===== config.mk =====
export PLATFORM = sky130hd
export DESIGN_NAME = spi_slave_sync
export DESIGN_NICKNAME = d
export VERILOG_FILES = /design/src/rtl/spi_slave_sync.sv
export SDC_FILE = /design/constraint.sdc
export NUM_CORES = 1
export LEC_CHECK = 0
export CORE_MARGIN = 1
export CORE_UTILIZATION = 45
export CTS_BUF_LIST = sky130_fd_sc_hd__clkbuf_8
export DETAILED_ROUTE_END_ITERATION = 7
export GPL_TIMING_DRIVEN = 0
export HOLD_SLACK_MARGIN = 0.08
export MAX_ROUTING_LAYER = met4
export PLACE_DENSITY = 0.73
export REMOVE_ABC_BUFFERS = 1
export SYNTH_ARGS = -nofsm -noshare
export SYNTH_HDL_FRONTEND = slang
export SYNTH_SLANG_ARGS = --single-unit

===== constraint.sdc =====
create_clock -name CLK -period 1.8 [get_ports CLK]
set_clock_uncertainty 0.1 [all_clocks]
set_input_delay 0.27 -clock CLK [delete_from_list [all_inputs] [get_ports CLK]]
set_output_delay 0.27 -clock CLK [all_outputs]
set_load 0.005 [all_outputs]

===== src/rtl/spi_slave_sync.sv =====
// spi_slave_sync: oversampled SPI slave with rx valid/ack handshake and daisy-chain pass-through
module spi_slave_sync #(
  parameter int DATA_W      = 16,
  parameter int SYNC_STAGES = 2
) (
  input  logic              CLK,
  input  logic              RESET,
  input  logic              CKP,
  input  logic              CPH,
  input  logic              SS,
  input  logic              SCK,
  input  logic              MOSI,
  output logic              MISO,
  input  logic [DATA_W-1:0] TX_DATA,
  input  logic              TX_LOAD,
  output logic [DATA_W-1:0] RX_DATA,
  output logic              RX_VALID,
  input  logic              RX_ACK,
  output logic              BUSY,
  output logic              OVERRUN
);
  localparam int CW = $clog2(DATA_W);
  localparam logic [CW-1:0] LAST = CW'(DATA_W - 1);
  typedef enum logic {IDLE, SHIFT} state_t;
  state_t state, state_nx;
  logic [SYNC_STAGES-1:0] sck_q, ss_q, mosi_q;
  logic sck_d, ss_d, sck_s, ss_s, mosi_s;
  logic lead, trail, smp_edge, shf_edge, ss_fall, ss_rise;
  logic start, stop, do_smp, do_shf, done;
  logic [DATA_W-1:0] tx_buf, sr;
  logic [CW-1:0] bitcnt;
  logic smp, sampled;

  always_ff @(posedge CLK) begin
    if (RESET) begin
      sck_q  <= '0;
      ss_q   <= '0;
      mosi_q <= '0;
      sck_d  <= 1'b0;
      ss_d   <= 1'b0;
    end else begin
      sck_q[0]  <= SCK;
      ss_q[0]   <= SS;
      mosi_q[0] <= MOSI;
      for (int i = 1; i < SYNC_STAGES; i++) begin
        sck_q[i]  <= sck_q[i-1];
        ss_q[i]   <= ss_q[i-1];
        mosi_q[i] <= mosi_q[i-1];
      end
      sck_d <= sck_s;
      ss_d  <= ss_s;
    end
  end

  assign sck_s    = sck_q[SYNC_STAGES-1];
  assign ss_s     = ss_q[SYNC_STAGES-1];
  assign mosi_s   = mosi_q[SYNC_STAGES-1];
  assign lead     = (sck_s != sck_d) && (sck_d == CKP);
  assign trail    = (sck_s != sck_d) && (sck_s == CKP);
  assign smp_edge = CPH ? trail : lead;
  assign shf_edge = CPH ? lead : trail;
  assign ss_fall  = ss_d & ~ss_s;
  assign ss_rise  = ~ss_d & ss_s;

  always_ff @(posedge CLK) state <= RESET ? IDLE : state_nx;

  always_comb state_nx = (state == IDLE) ? (ss_fall ? SHIFT : IDLE) : (ss_rise ? IDLE : SHIFT);

  // an SS rise masks any SCK edge seen in the same cycle
  always_comb begin
    start  = (state == IDLE) && ss_fall;
    stop   = (state == SHIFT) && ss_rise;
    do_smp = (state == SHIFT) && !ss_rise && smp_edge;
    do_shf = (state == SHIFT) && !ss_rise && shf_edge && sampled;
    done   = do_smp && (bitcnt == LAST);
    BUSY   = (state == SHIFT);
  end

  always_ff @(posedge CLK) begin
    if (RESET) begin
      tx_buf   <= '0;
      sr       <= '0;
      bitcnt   <= '0;
      smp      <= 1'b0;
      sampled  <= 1'b0;
      MISO     <= 1'b0;
      RX_DATA  <= '0;
      RX_VALID <= 1'b0;
      OVERRUN  <= 1'b0;
    end else begin
      if (TX_LOAD) tx_buf <= TX_DATA;
      if (start) begin
        sr      <= tx_buf;
        bitcnt  <= '0;
        sampled <= 1'b0;
        MISO    <= tx_buf[DATA_W-1];
      end
      if (stop) MISO <= 1'b0;
      if (do_smp) begin
        smp     <= mosi_s;
        sampled <= 1'b1;
        bitcnt  <= (bitcnt == LAST) ? '0 : bitcnt + 1'b1;
      end
      // sr keeps shifting past a word boundary so earlier bits flow out for chaining
      if (do_shf) begin
        sr   <= {sr[DATA_W-2:0], smp};
        MISO <= sr[DATA_W-2];
      end
      if (done) begin
        RX_DATA  <= {sr[DATA_W-2:0], mosi_s};
        RX_VALID <= 1'b1;
        if (RX_VALID && !RX_ACK) OVERRUN <= 1'b1;
      end else if (RX_ACK) begin
        RX_VALID <= 1'b0;
      end
    end
  end
endmodule


-- After elaboration in Yosys (flattened, before gate mapping)
Index checks and enable logic that the tools add are counted.
- muxes and demuxes: 17
- bitwise operators: 5
- add/subtract/negate cells: 1
- reduce and logical (&&, ||, !) cells: 17
- eq/ne operators: 4
- operators with widths (kind ; number):
    $mux W15 ; 2
    $mux W1 ; 12
    $mux W4 ; 3
    $logic_and A1 B1 Y1 ; 10
    $reduce_bool A2 Y1 ; 3
    $add A4 B1 Y4 const B ; 1
    $eq A4 B4 Y1 const B ; 1
    $not A1 Y1 ; 3
    $reduce_bool A3 Y1 ; 1
    $and A1 B1 Y1 ; 2
    $eq A1 B1 Y1 ; 2
    $logic_not A1 Y1 ; 2
    $reduce_and A2 Y1 ; 1
    $ne A1 B1 Y1 ; 1
- flip-flop bits (word level): 65
- word-level logic and storage cells: 59

-- Depth between registers and ports, before layout
Gate-level depths: netlist of run 1.
- depth after elaboration: 7
- depth in mapped cells: 6
- gate-level depth less buffers: 4

-- Worst setup path before layout of run 1
Ideal clock, no wire load.
- path kind: input -> register
- start: input port CKP
- end: register RX_DATA[10]
- stages: 5
- required time: 1.628 ns
- setup slack: 0.229 ns
- data arrival time: 1.399 ns
- cells stage by stage: xnor2_2 mux2i_2 and3_4 buf_12 mux2i_1
- cells in the longest elaborated chain, start to end: 5
- elaborated cells on any way between the ends: 7
- classes of those cells: eq/ne: 2; mux: 1; reduce/logical: 4
- RTL lines (what ; line ; text):
    start, declared ; 8 ; input logic CKP,
    $eq A1 B1 Y1, on equally long branches ; 58, 59 ;
    $logic_and A1 B1 Y1, on equally long branches ; 58, 59 ;
    $mux W1 (*) ; 60 ; assign smp_edge = CPH ? trail : lead;
    $logic_and A1 B1 Y1 (*) ; 73 ; do_smp = (state == SHIFT) && !ss_rise && smp_edge;
    $logic_and A1 B1 Y1 (*) ; 75 ; done = do_smp && (bitcnt == LAST);
    end signal, assigned ; 110 ; RX_DATA <= {sr[DATA_W-2:0], mosi_s};
    end, declared ; 16 ; output logic [DATA_W-1:0] RX_DATA,
Every way passes the cells marked *; elsewhere a longest branch is shown, timed or not.
A chain may end at the register's enable or synchronous reset.

-- Final worst setup path of run 1
- start: register bitcnt[0]
- end: register RX_DATA[7]
- cells in the longest elaborated chain, start to end: 2
- RTL lines (what ; line ; text):
    start, declared ; 31 ; logic [CW-1:0] bitcnt;
    start signal, assigned ; 102 ; bitcnt <= (bitcnt == LAST) ? '0 : bitcnt + 1'b1;
    $eq A4 B4 Y1 ; 75 ;
    $logic_and A1 B1 Y1 ; 75 ;
No other way between the ends.

==> impl_metrics.csv, run 1 <==
group,metric,value,unit
cts,cts_tree,"yes",
floorplanning,die_w,80.7,um
placement,io_buffers,44,
setup_path,crit_buf_inv,0,
timing,fin_crit_sh,94.6,%
timing,maxSlewHeadroom,28.5,%
floorplanning,io_pins,45,
run_status,status,"finished clean",
power,p_per_area,834,nW/um^2
placement,gp_congestion,0.755,
global_route,grt_antenna_before_repair,0,
finish,insertedDiodeCount,0,
power,p_leak,1.37,nW
timing,rsz0062_at_grt,"no",
cts,clock_latency,330,ps
synthesis,synth_compound_area_share,9.37,%
synthesis,synthesis.area,2790,um^2
synthesis,synthAdderAreaFrac,0.448,%
global_route,grt_pass1_vias,1937,
finish,fill_cells,543,
synthesis,async_flop_share,0,%
synthesis,synth-edff-count,0,
setup_path,crit_chain,"ha_1, and3_1, and3_4, mux2i_1",
timing,slew_viol_final,0,
finish,register_area,1300,um^2
setup_path,crit_family,"simple AND/OR/NAND/NOR gates",
timing,worstMarginPinSlew,1070,ps
detailed_routing,wire_per_inst,13.5,um
synthesis,yosysTopAreaCell,"dfxtp_1",
synthesis,synth_cells,282,
detailed_routing,wl,5.46,mm
synthesis,yosys-mux-area-fraction,18.8,%
synthesis,ys_seq_area_share,46.6,%
synthesis,synthXorXnorAreaFrac,0.583,%
synthesis,synth-simple-area-share,20.4,%
synthesis,yosysMostFrequentCell,"dfxtp_1",
cts,cts.sinks,65,
detailed_routing,vias,2075,
setup_path,crit_type,"flip-flop to flip-flop",
synthesis,synth_cell_types,33,
global_route,grt_max_degree,44,
placement,hpwl,3.44,mm
synthesis,yosysTopAreaCellShare,46.6,%
floorplanning,die_h,80.7,um
detailed_routing,drtAntennaViolNets,0,
synthesis,ys_warn_count,0,
floorplanning,core.rowCount,28,
timing,final.setup.worst_slack,97.9,ps
finish,nNetsFinal,352,
finish,syn2layout_area_growth,26.4,%
cts,cts_max_path_buffers,2,
detailed_routing,via_per_inst,5.11,
synthesis,syn-mean-instance-area,9.89,um^2
timing,setup_viol,0,
cts,root_buffer,"clkbuf_8",
cts,clkTransAtPathRegs,70,ps
synthesis,synthTopCellsByArea,"dfxtp_1 (47%), mux2i_1 (18%), nand2b_1 (8.3%)",
setup_path,critPathArrivalTime,1850,ps
detailed_routing,first_pass_iters,4,
power,power,0.00294,W
synthesis,dominantRegCellSynth,"dfxtp_1",
cts,cts_htree_levels,3,
floorplanning,start_util,46.8,%
synthesis,synth_top_family_by_area,"simple AND/OR/NAND/NOR gates",
setup_path,worstSetupEndpointType,"flip-flop",
placement,pre_cts_slack,-553,ps
flow_run,drv_cap,0,
timing,period_needed,1700,ps
floorplanning,core_area,5960,um^2
setup_path,worst-endpoint-required,1950,ps
setup_path,crit_slowest_cell,"dfxtp_1",
finish,drive_gt1_share,10.6,%
global_route,grt_pass1_wl,8.87,mm
timing,clock.fmax,0.588,GHz
setup_path,cpPeakStageDelay,430,ps
min_path,hp-class,"flip-flop to flip-flop",
global_route,grt_usage,18.7,%
setup_path,path_max_fanout,6,
synthesis,ys_ff_latch,65,
timing,finalHoldViolations,0,
setup_path,cp-start-kind,"flip-flop",
detailed_routing,drt_iter0_drc,116,
global_route,grt-ovfl-total,0,
setup_path,regToRegSetupSlack,100,ps
finish,multi_input_area,1430,um^2
synthesis,synthTopCellsByCount,"dfxtp_1 (65), mux2i_1 (50), nand2b_1 (37), nand2_1 (32), nor2_1 (18)",
cts,cts_buffers,9,
power,ir_drop,0.446,mV
detailed_routing,drc,0,
floorplanning,die-area,6520,um^2
-- timing repair --
item | in CTS | in global routing
gates resized for setup | 6 | 3
endpoints found under the hold margin | 0 | 0
hold buffers | 0 | 0
pin swaps | 2 | 0
cloned | 1 | 0
buffers inserted | 2 | 2
setup endpoints to repair | 31 | 38
-- worst reg2reg max path, delay by kind of cell, from the launching register on --
kind	cells	cell delay, ps
DFF	1	430
adders and majority gates	1	250
and+or+nand+nor	2	620
muxes	1	240
-- worst paths after layout --
path | start | to | cells after the start
worst max-delay path | bitcnt[0] | RX_DATA[7] | 4
worst min-delay path | ss_q[0] | ss_q[1] | 1
worst max register to register | bitcnt[0] | RX_DATA[7] | 4
worst min register to register | ss_q[0] | ss_q[1] | 1
-- through the flow --
stage	std cells	hold WS [ps]	TNS [ps]	utilization [%]	area (um^2)
final	406	341	0	59.2	3530
after global routing	406	361	0	59.2	3530
after CTS	404	347	0	58.7	3490
after detailed placement	385	329	-19600	54.5	3250
after global placement	384	318	-82910	54.2	3230
after floorplan	265	237	0	-	2700
-- final cells by class --
type | instances | area share [%]
sequential | 65 | 36.9
multi-input combinational | 198 | 40.5
tap | 75 | 2.66
inverter | 3 | 0.319
clock buffer | 12 | 4.68
clock inverter | 4 | 1.21
timing repair buffer | 49 | 13.8
-- kinds of logic after synthesis --
group                      count (synthesis)
xor gates and xnor gates                   1
and+or+nand+nor                          108
buffers and inverters                     20
muxes                                     52
adders and majority gates                  1
DFF                                       65
AOI/OAI and AO/OA                         35
-- metal layers --
layer	global-route usage [%]	wire (um)
met5	-	0
met1	21.9	2470
met3	4.83	249
met2	29.9	2650
met4	8.57	99
-- power by group --
group          internal, W  leakage [nW]  switching (W)
clock network     0.000741         0.115       0.000517
logic             0.000110         0.728      0.0000840
registers          0.00147         0.528      0.0000193
-- flip-flops by register name, summed over array words and instances, names as in the netlist --
register  cells
BUSY          1
MISO          1
OVERRUN       1
RX_DATA      16
RX_VALID      1
bitcnt        4
mosi_q        2
sampled       1
sck_d         1
sck_q         2
smp           1
sr           15
ss_d          1
ss_q          2
tx_buf       16
-- cell usage in the layout, fill, tap and decap left out, types with 2 or more instances in the layout --
| cell type | Yosys | routed |
|---|---|---|
| clkbuf_8 | 0 | 12 |
| dlygate4sd2_1 | 0 | 2 |
| buf_4 | 0 | 4 |
| a21oi_1 | 7 | 7 |
| dfxtp_1 | 65 | 65 |
| nor3b_1 | 2 | 2 |
| inv_1 | 3 | 5 |
| o41ai_2 | 2 | 2 |
| o21ai_0 | 4 | 4 |
| a21o_1 | 15 | 15 |
| nand2_1 | 32 | 32 |
| nor2_1 | 18 | 18 |
| o211ai_1 | 3 | 3 |
| clkdlybuf4s50_1 | 0 | 40 |
| mux2i_1 | 50 | 50 |
| nor2b_1 | 9 | 9 |
| and3_2 | 0 | 2 |
| nand2b_1 | 37 | 37 |
No activity file was read; power rests on OpenSTA's default activity.
==> run 2: changes to the inputs <==
Settings changed: SKIP_CTS_REPAIR_TIMING set to 1.
==> run 2 against run 1 <==
  * Sequential cell count did not move
  * Largest power group unchanged
  * Clock-buffer cell count unchanged
  * Via count decreased by 1.0%
  * Critical endpoint is now BUSY
  * Critical path depth decreased by 3
  * Combinational power about the same
  * Non-clock buffer count fell by 2
  * Cell count is 0.49% lower
  * Final area rose by 0.32%
  * Highest routed layer unchanged
==> impl_metrics.csv, run 2 (synthesized netlist as in run 1, its figures left out) <==
group,metric,value,unit
run_status,status,"finished clean",
setup_path,cp-start-kind,"flip-flop",
setup_path,critPathArrivalTime,1330,ps
min_path,min_from,"ss_q[0]",
placement,hpwl,3.44,mm
cts,cts_htree_levels,3,
finish,insertedDiodeCount,0,
global_route,grt_usage,18.2,%
cts,clock_latency,330,ps
cts,cts_buffers,9,
detailed_routing,via_per_inst,5.08,
finish,layout_commonest_cell,"dfxtp_1",
power,ir_drop,0.445,mV
finish,syn2layout_area_growth,26.8,%
placement,gp_congestion,0.755,
power,p_int,0.00232,W
floorplanning,start_util,46.8,%
power,power_switching,0.000626,W
finish,top_regs,"RX_DATA x16, tx_buf x16, sr x15",
floorplanning,core_area,5960,um^2
cts,cts_max_path_buffers,2,
detailed_routing,wire_per_inst,13.6,um
setup_path,r2r_end,"sr[12]",
setup_path,worst-endpoint-required,1430,ps
cts,cts.sinks,65,
setup_path,reg2reg_depth,4,
floorplanning,core.rowCount,28,
cts,clkTransAtPathRegs,70,ps
finish,fill_cells,536,
global_route,grt_max_degree,44,
detailed_routing,drtAntennaViolNets,0,
finish,most-common-layout-cells,"dfxtp_1 (65), mux2i_1 (49), clkdlybuf4s50_1 (40)",
flow_run,drv_cap,0,
power,p_leak,1.38,nW
power,p_comb_share,6.7,%
min_path,hold_depth,1,
timing,fin_crit_sh,94.5,%
timing,maxSlewHeadroom,28.4,%
timing,clock.fmax,0.588,GHz
power,p_clk_share,42.8,%
global_route,grt-ovfl-total,0,
power,power,0.00295,W
global_route,grt_antenna_before_repair,0,
timing,finalHoldViolations,0,
setup_path,regToRegSetupSlack,100,ps
setup_path,crit_family,"buffers and inverters",
timing,period_needed,1700,ps
setup_path,cpPeakStageDelay,550,ps
placement,pre_cts_slack,-553,ps
detailed_routing,wl,5.48,mm
min_path,hp-class,"flip-flop to flip-flop",
cts,cts_tree,"yes",
timing,slew_viol_final,0,
detailed_routing,vias,2054,
setup_path,r2r-start,"ss_q[1]",
floorplanning,die-area,6520,um^2
setup_path,crit_buf_inv,1,
cts,root_buffer,"clkbuf_8",
timing,worstMarginPinSlew,1070,ps
detailed_routing,drc,0,
global_route,grt_pass1_vias,1901,
finish,nNetsFinal,350,
setup_path,path_max_fanout,6,
setup_path,crit_slowest_cell,"clkdlybuf4s50_1",
power,p_sw_share,21.2,%
setup_path,worstSetupEndpointType,"output pin",
min_path,min_to,"ss_q[1]",
timing,final.setup.worst_slack,99.8,ps
placement,io_buffers,44,
floorplanning,io_pins,45,
timing,rsz0062_at_grt,"no",
floorplanning,die_h,80.7,um
detailed_routing,drt_iter0_drc,156,
timing,setup_viol,0,
detailed_routing,first_pass_iters,4,
setup_path,crit_type,"flip-flop to output pin",
power,power_frac_seq,50.6,%
global_route,grt_pass1_wl,8.66,mm
finish,drive_gt1_share,10.3,%
setup_path,crit_chain,"clkdlybuf4s50_1",
floorplanning,die_w,80.7,um
power,p_per_area,833,nW/um^2
## run 2: power groups by stage
stage               registers, W   logic, W  clock network (W)
floorplan                0.00152  0.0000798                  0
global route             0.00149   0.000212            0.00135
finish                   0.00149   0.000196            0.00126
CTS                      0.00149   0.000186            0.00129
detailed placement       0.00152   0.000185                  0
global placement         0.00152   0.000182                  0
## run 2: per-stage QoR
step	std cells	setup TNS [ps]	area, um^2	hold slack [ps]	util, %
detailed placement	385	-19600	3250	329	54.5
global route	404	0	3540	361	59.4
floorplan	265	0	2700	237	-
global placement	384	-82910	3230	318	54.2
finish	404	0	3540	341	59.4
CTS	401	-4640	3450	347	58.0
## run 2: area by class of cell
class                      count  area, um^2  area share [%]
multi-input combinational    198        1450            40.9
sequential                    65        1300            36.8
timing repair buffer          47         478            13.5
clock buffer                  12         165            4.67
tap                           75        93.8            2.65
clock inverter                 4        42.5            1.20
inverter                       3        11.3           0.318
## run 2: worst max path at each step
stage	cells past startpoint	to	slack [ps]	start
after floorplan	4	sr[10]	210	BUSY
after global placement	4	bitcnt[3]	-1480	RESET
after detailed placement	5	sr[13]	-550	CKP
after CTS	4	sr[12]	-250	ss_d
after global routing	4	bitcnt[2]	10	ss_q[1]
final	1	BUSY	100	BUSY
## run 2: per-layer routing
layer | wire length, um | part of all wire, % | global-route usage, % | up-vias
met2 | 2560 | 47 | 29.0 | 50
met5 | 0 | 0 | - | -
met4 | 97 | 1.8 | 7.50 | 0
met3 | 272 | 5.0 | 4.72 | 9
li1 | - | - | - | 1040
met1 | 2550 | 46 | 21.8 | 955
==> run 3: changes to the inputs <==
Settings changed: SKIP_LAST_GASP set to 1.
==> results of run 3 <==
Same layout as run 2: the final DEF is identical, and so are final timing and power.
